### config.mk
export PLATFORM = sky130hd
export DESIGN_NAME = sdram_mport_arbiter
export DESIGN_NICKNAME = d
export VERILOG_FILES = /design/src/rtl/sdram_mport_arbiter.sv
export SDC_FILE = /design/constraint.sdc
export NUM_CORES = 1
export LEC_CHECK = 0
export CAP_MARGIN = 10
export CORE_UTILIZATION = 54
export DETAILED_ROUTE_END_ITERATION = 7
export PLACE_DENSITY = 0.88
export SLEW_MARGIN = 20
export SYNTH_ARGS = -nofsm -noshare
export SYNTH_HDL_FRONTEND = slang
export SYNTH_SLANG_ARGS = --single-unit
### constraint.sdc
create_clock -name sys_clk -period 16.7 [get_ports sys_clk]
set_clock_uncertainty 0.1 [all_clocks]
set_input_delay 1.67 -clock sys_clk [delete_from_list [all_inputs] [get_ports sys_clk]]
set_output_delay 1.67 -clock sys_clk [all_outputs]
set_load 0.01 [all_outputs]
### src/rtl/sdram_mport_arbiter.sv
// sdram_mport_arbiter: round-robin arbiter steering N_CH FIFO channels onto one sdram_ctrl burst port
module sdram_mport_arbiter #(
  parameter int N_CH = 4,
  parameter int AW = 24,
  parameter int LW = 10,
  parameter logic [N_CH-1:0] CH_DIR = 4'b0011
) (
  input  logic              sys_clk,
  input  logic              sys_rst_n,
  input  logic              init_end,
  input  logic              read_valid,
  input  logic [N_CH-1:0]   ch_rst,
  input  logic [N_CH*AW-1:0] ch_b_addr,
  input  logic [N_CH*AW-1:0] ch_e_addr,
  input  logic [N_CH*LW-1:0] ch_burst_len,
  input  logic [N_CH*LW-1:0] ch_level,
  output logic [N_CH-1:0]   ch_fifo_en,
  output logic [N_CH-1:0]   grant,
  output logic              sdram_wr_req,
  output logic              sdram_rd_req,
  output logic [AW-1:0]     sdram_addr_o,
  output logic [LW-1:0]     burst_len_o,
  input  logic              sdram_wr_ack,
  input  logic              sdram_rd_ack
);
  localparam int GW = $clog2(N_CH);
  typedef enum logic [2:0] {IDLE, ARB, REQ, XFER, DONE} state_t;
  state_t          state_q;
  logic [N_CH-1:0] elig_q, pend_q, grant_q;
  logic [GW-1:0]   ptr_q, g_q, pick_d;
  logic            found_d, ack_g, wr_req_q, rd_req_q, start_q;
  logic [AW-1:0]   addr_q [N_CH];
  logic [AW-1:0]   addr_o_q, inc_d, lim_d, b_g, next_addr_d;
  logic [LW-1:0]   len_o_q;

  assign ack_g        = CH_DIR[g_q] ? sdram_wr_ack : sdram_rd_ack;
  assign ch_fifo_en   = grant_q & ((CH_DIR & {N_CH{sdram_wr_ack}}) | (~CH_DIR & {N_CH{sdram_rd_ack}}));
  assign grant        = grant_q;
  assign sdram_wr_req = wr_req_q;
  assign sdram_rd_req = rd_req_q;
  assign sdram_addr_o = addr_o_q;
  assign burst_len_o  = len_o_q;
  // A final partial burst is never issued: wrap once the following burst would pass e_addr.
  assign b_g          = ch_b_addr[g_q*AW +: AW];
  assign inc_d        = addr_o_q + AW'(len_o_q);
  assign lim_d        = ch_e_addr[g_q*AW +: AW] - AW'(len_o_q);
  assign next_addr_d  = (pend_q[g_q] || ch_rst[g_q] || inc_d > lim_d) ? b_g : inc_d;

  // Descending scan so the lowest offset from the pointer wins.
  always_comb begin
    pick_d  = '0;
    found_d = 1'b0;
    for (int k = N_CH - 1; k >= 0; k--) begin
      if (elig_q[(int'(ptr_q) + k) % N_CH]) begin
        pick_d  = GW'((int'(ptr_q) + k) % N_CH);
        found_d = 1'b1;
      end
    end
  end

  always_ff @(posedge sys_clk or negedge sys_rst_n) begin
    if (!sys_rst_n) begin
      state_q  <= IDLE;
      elig_q   <= '0;
      pend_q   <= '0;
      grant_q  <= '0;
      ptr_q    <= '0;
      g_q      <= '0;
      wr_req_q <= 1'b0;
      rd_req_q <= 1'b0;
      start_q  <= 1'b0;
      addr_o_q <= '0;
      len_o_q  <= '0;
      for (int i = 0; i < N_CH; i++) addr_q[i] <= '0;
    end else begin
      start_q <= 1'b1;
      for (int i = 0; i < N_CH; i++) begin
        elig_q[i] <= init_end && (CH_DIR[i] || read_valid) && !ch_rst[i] &&
                     (ch_level[i*LW +: LW] >= ch_burst_len[i*LW +: LW]);
        if (!start_q || ch_rst[i]) addr_q[i] <= ch_b_addr[i*AW +: AW];
        if (ch_rst[i] && grant_q[i]) pend_q[i] <= 1'b1;
      end
      case (state_q)
        IDLE: if (|elig_q) state_q <= ARB;
        ARB: begin
          state_q <= found_d ? REQ : IDLE;
          if (found_d) begin
            g_q      <= pick_d;
            grant_q  <= N_CH'(1) << pick_d;
            addr_o_q <= addr_q[pick_d];
            len_o_q  <= ch_burst_len[pick_d*LW +: LW];
            wr_req_q <= CH_DIR[pick_d];
            rd_req_q <= !CH_DIR[pick_d];
          end
        end
        REQ: if (ack_g) begin
          wr_req_q <= 1'b0;
          rd_req_q <= 1'b0;
          state_q  <= XFER;
        end
        XFER: if (!ack_g) state_q <= DONE;
        DONE: begin
          addr_q[g_q] <= next_addr_d;
          pend_q[g_q] <= 1'b0;
          ptr_q       <= (g_q == GW'(N_CH - 1)) ? '0 : g_q + 1'b1;
          grant_q     <= '0;
          state_q     <= IDLE;
        end
        default: state_q <= IDLE;
      endcase
    end
  end
endmodule

# After elaboration in Yosys (flattened, before gate mapping)
# Cells that the tools add are included.
# classes
order_cmp	15
add_sub_neg	6
n_bitwise	9
mux	60
n_reduce_logical	38
n_mul	2
n_shift	4
eq_ne	9
# op_table
cell	n
two-way mux 24 bit	8
variable part select 96 x 8 -> 24 bit	2
bitwise mux 96 bit	1
two-way mux 96 bit	1
binary-select mux 24 bit (select 2 bit)	1
demux 24 bit (select 2 bit)	1
>= comparator 10 bit	4
variable part select 40 x 7 -> 10 bit	1
adder 24 x 10 -> 24 bit	1
greater-than comparator 24 bit	1
two-way mux 1 bit	24
subtractor 24 x 10 -> 24 bit	1
binary-select mux 1 bit (select 2 bit)	8
logical AND 1 bit	15
less-than comparator 3 x 4 -> 1 bit, second input constant	3
two-way mux 2 bit	6
case mux 3 bit (4 select lines)	1
less-than comparator 2 x 3 -> 1 bit, second input constant	3
two-way mux 3 bit	3
bitwise AND 4 bit	2
two-way mux 4 bit	2
inequality test 2 bit, second input constant	4
case mux 4 bit (2 select lines)	1
equality test 3 x 2 -> 1 bit, second input constant	2
other kinds (25)	47
# totals
output_inout_bits	44
inputBits	282
register_bits	152

# Longest topological paths before layout
# logic_depth
depth_word	15
ltp_mapped	25

# Worst setup path before layout
# Ideal clock, no wire load.
# synth_timing
kind	input to register
start	in ch_e_addr[72]
end	reg addr_q[18] in the netlist's numbering
setup_time_ps	135
required_ps	16465
stages	21
arrival_ps	6405
setup_slack_ps	10060
path_cell_list	mux4_2 -> inv_1 -> ha_1 -> inv_1 -> fa_1 -> a211oi_1 -> o21bai_1 -> o21ba_2 -> o41ai_1 -> nand2_1 -> nor2_1 -> xnor2_1 -> ha_1 -> nand4_1 -> nor4_1 -> and4_1 -> a32oi_1 -> a2111oi_4 -> buf_4 -> mux2i_1 -> o21ai_0
# synth_between
elab_chain_len	7
# synth_lines
item	line_no	source
start: declaration	14	input logic [N_CH*AW-1:0] ch_e_addr,
variable part select 96 x 8 -> 24 bit	46	assign lim_d = ch_e_addr[g_q*AW +: AW] - AW'(len_o_q);
subtractor 24 x 10 -> 24 bit	46	
greater-than comparator 24 bit	47	assign next_addr_d = (pend_q[g_q] || ch_rst[g_q] || inc_d > lim_d) ? b_g : inc_d;
logical OR 1 bit	47	
two-way mux 24 bit	47	
bitwise mux 96 bit	103	addr_q[g_q] <= next_addr_d;
two-way mux 96 bit	83	case (state_q)
end signal: indexed assignment	80	if (!start_q || ch_rst[i]) addr_q[i] <= ch_b_addr[i*AW +: AW];
end signal: indexed assignment	103	
end: declaration	32	logic [AW-1:0] addr_q [N_CH];
# No other way between the ends.
# A chain may end at the register's enable or synchronous reset.

# Final worst setup path
# layout_timing
start	in ch_e_addr[24]
end	reg addr_q[9] in the netlist's numbering
# The elaborated chain is that of the path after synthesis.

==> impl_metrics.toml <==
[timing]
fin_crit_sh_pct = 44.43
fmax_ghz = 0.1348
setup_tns_ns = 0
slew_viol_final = 0
tightest_slew_ns = 1.072
finalSetupViolCount = 0
fin_crit_ns = 7.420
max-slew-margin-rel_pct = 28.09
rsz0062_at_grt = "no"
finalWorstSetupSlack_ns = 9.280
hold_slack_ns = 0.3905
hold_viol_final = 0

[hold_path]
hold_end = "sdram_rd_req"
min_from = "sdram_rd_req"
hold_path_depth = 2
hold_class = "flop to flop"

[clocking]
clk_pin_slew_worst_paths_ns = 0.07
htree_levels = 4
cts_setup_buffers = 0
clkLatencyLatePin_ns = 0.43
clk_path_buf_depth = 2
cts_resized = 0
cts_buffers = 17
cts_root_buf = "clkbuf_16"
cts_tree = "yes"
clock_sinks = 152
holdBufCountCts = 0

[critical_path]
r2r_slack_ns = 9.83
rr_startpoint = "g_q[0]"
critical_path_class = "input pin to flop"
endpoint_kind = "flop"
worstPathCellList = "clkdlybuf4s50_1, mux4_2, inv_1, ha_1, inv_1, fa_1, a211oi_1, o21bai_1, o21ba_2, o41ai_1, nand2_1, nor2_1, xnor2_1, ha_1, nand4_1, nor4_1, and4_1, a32oi_1, a2111oi_4, buf_4, mux2i_1, o21ai_0"
crit_slowest_cell = "o41ai_1"
startpoint_type = "input pin"
cp_max_fo = 24
r2r_cells = 19
arrival_ns = 7.58
cp_top_family = "compound AO/OA/AOI/OAI gates"
crit_required_ns = 16.86
reg2reg_to = "addr_q[9]"
max_stage_delay_ns = 0.67
worst-path-stages = 22
crit_buf_inv = 4

[layout]
fin_nets = 2010
fin_util_pct = 73.59
area.growth.synth_to_final_pct = 33.61
nFillCells = 1560
layout-drive-gt1-share_pct = 10.97
stdcell_area_um2 = 16110
antenna_cells = 0
multi_input_area_um2 = 7742
fin_cells = 1930
regArea_um2 = 3809

[place]
place.gp.congestion = 0.9136
dp_slack_ns = 8.863
portBuffers = 325
dpl.hpwl_um = 29170
placed_cells = 1898
post_dp_cell_area_um2 = 15490

[yosys]
ys_ff_latch = 152
yosysUniqueCellTypes = 65
synth.mux.area_fraction_pct = 18.17
synth_xor_xnor_area_share_pct = 2.978
syn_nets = 1736
syn_inst = 1363
synth_top_family_by_area = "multiplexers"
synth_compound_area_share_pct = 16.03
yosysWarningCount = 0
yosys_most_used_dff = "dfrtp_1"
synth-seq-area-share_pct = 31.55
synthesis.area_um2 = 12060
postSynthAreaPerCell_um2 = 8.846
ys_async_sr_fraction_pct = 100.0
synth_edf_count = 0
synthAdderAreaFrac_pct = 9.568
yosys.area_share.simple_pct = 16.91

[power_and_ir_drop]
powerDensity_nw_per_um2 = 140.1
irDropWorstVdd_mv = 0.08836
seq_power_share_pct = 25.1
comb_power_share_pct = 56.7
finalPower_mw = 2.257
p_sw_share_pct = 44.20
p_leak_nw = 6.981
p_int_mw = 1.259
p_switching_mw = 0.9974
power_frac_clock_pct = 18.1

[global_routing]
grt_pass1_wl_um = 61530
antenna_found_initial = 0
grt_max_degree = 100
track_usage_pct = 35.70
grt_pass1_vias = 11760
overflow = 0

[floorplanning]
start_util_pct = 55.08
core_um2 = 21890
fp.dieH_um = 151.4
fp-row-count = 54
die_width_um = 151.4
die_area_um2 = 22930
ioPinCount = 326

[route]
vias = 11910
drtAntennaViolNets = 0
met2_length_um = 19560
viasPerCell = 6.168
drt-met1-wl_um = 15280
top_layer = "met4"
drc = 0
post_drt_wl_per_cell_um = 21.05
wl_met3_um = 4559
wirelength_um = 40620
drt_first_pass_iters = 6
drt_iter0_markers = 1060

[outcome]
outcome = "complete, no violations"

[job]
maxCapViolations = 0
power by group through the flow:
stage	Clock [mW]	Combinational (mW)	Sequential [mW]
floorplan	0	0.805	0.531
global placement	0	1.20	0.562
detailed placement	0	1.24	0.566
CTS	0.407	1.26	0.561
global route	0.422	1.39	0.575
finish	0.410	1.28	0.567
registers in the layout, indices dropped and copies added, names as in the netlist:
signal        count
addr_q           96
burst_len_o      10
elig_q            4
g_q               2
grant             4
pend_q            4
ptr_q             2
sdram_addr_o     24
sdram_rd_req      1
sdram_wr_req      1
start_q           1
state_q           3
area by class of cell:
| class | instances | share of cell area [%] |
|---|---|---|
| sequential | 152 | 23.64 |
| clock inverter | 12 | 0.9476 |
| timing repair buffer | 336 | 20.71 |
| clock buffer | 20 | 2.897 |
| tap | 280 | 2.175 |
| multi-input combinational | 1063 | 48.06 |
| inverter | 67 | 1.561 |
per-layer routing:
layer / global-route usage [%] / up-vias
met2: 59.09 / 720
met3: 7.681 / 116
met4: 13.15 / 0
met5: 0 / -
li1: - / 5388
met1: 45.74 / 5681
logic make-up after synthesis:
family,Yosys count
AOI/OAI and AO/OA,329
xor gates and xnor gates,41
adders and majority gates,91
buffers and inverters,148
DFF,152
muxes,149
other,1
and+or+nand+nor,452
Yosys cell counts, types with 5 or more instances:
cell type	instances	area [um2]
inv_1	67	251.5
o211ai_1	12	90.09
a21o_1	23	172.7
and3_1	5	31.28
o21ai_0	160	800.8
nand3_1	36	180.2
clkbuf_1	72	270.3
a211oi_1	31	232.7
and2_1	5	31.28
mux4_2	45	1013
ha_1	89	1114
mux2_2	70	788.3
dfrtp_1	152	3804
a21oi_1	67	335.3
nor2b_1	38	237.7
nor2_1	29	108.9
nand2b_1	13	81.33
mux2i_1	31	310.3
nor3_1	7	35.03
nand2_1	284	1066
xnor2_1	19	166.4
a31oi_1	7	43.79
xor2_1	22	192.7
nand4_1	9	56.30
cell usage in the layout (no fill, tap or decap), drive strengths merged, types with 3 or more instances in the layout:
cell type and count:
nor2b 38, o21a 3, mux2i 31, buf 12
inv 74, and2 6, ha 89, a211oi 31
a21oi 67, a21o 23, nor3 8, or4 3
nor2 29, and3 5, o211ai 12, nand2b 13
clkdlybuf4s50 324, o21ai 163, a211o 3, nand2 284
or2 4, mux4 48, nor3b 4, nand4 9
xor2 22, or3 3, xnor2 19, dfrtp 152
nor4 3, clkbuf 20, mux2 70, nand3 36
a31oi 7
worst min-delay path: stages (launching register included):
cell and delay, ns:
dfrtp_1 0.35, nand2_1 0.05, o21ai_0 0.06
worst max path at each step:
stage | start | end | slack (ns)
final | ch_e_addr[24] | addr_q[9] | 9.28
after global routing | ch_e_addr[24] | addr_q[9] | 8.80
after CTS | ch_e_addr[24] | addr_q[9] | 9.32
after detailed placement | ch_e_addr[24] | addr_q[9] | 8.86
after global placement | ch_e_addr[24] | addr_q[18] | 9.13
after floorplan | ch_e_addr[72] | addr_q[18] | 10.06
Note: power is estimated with default switching activity, not from simulation.
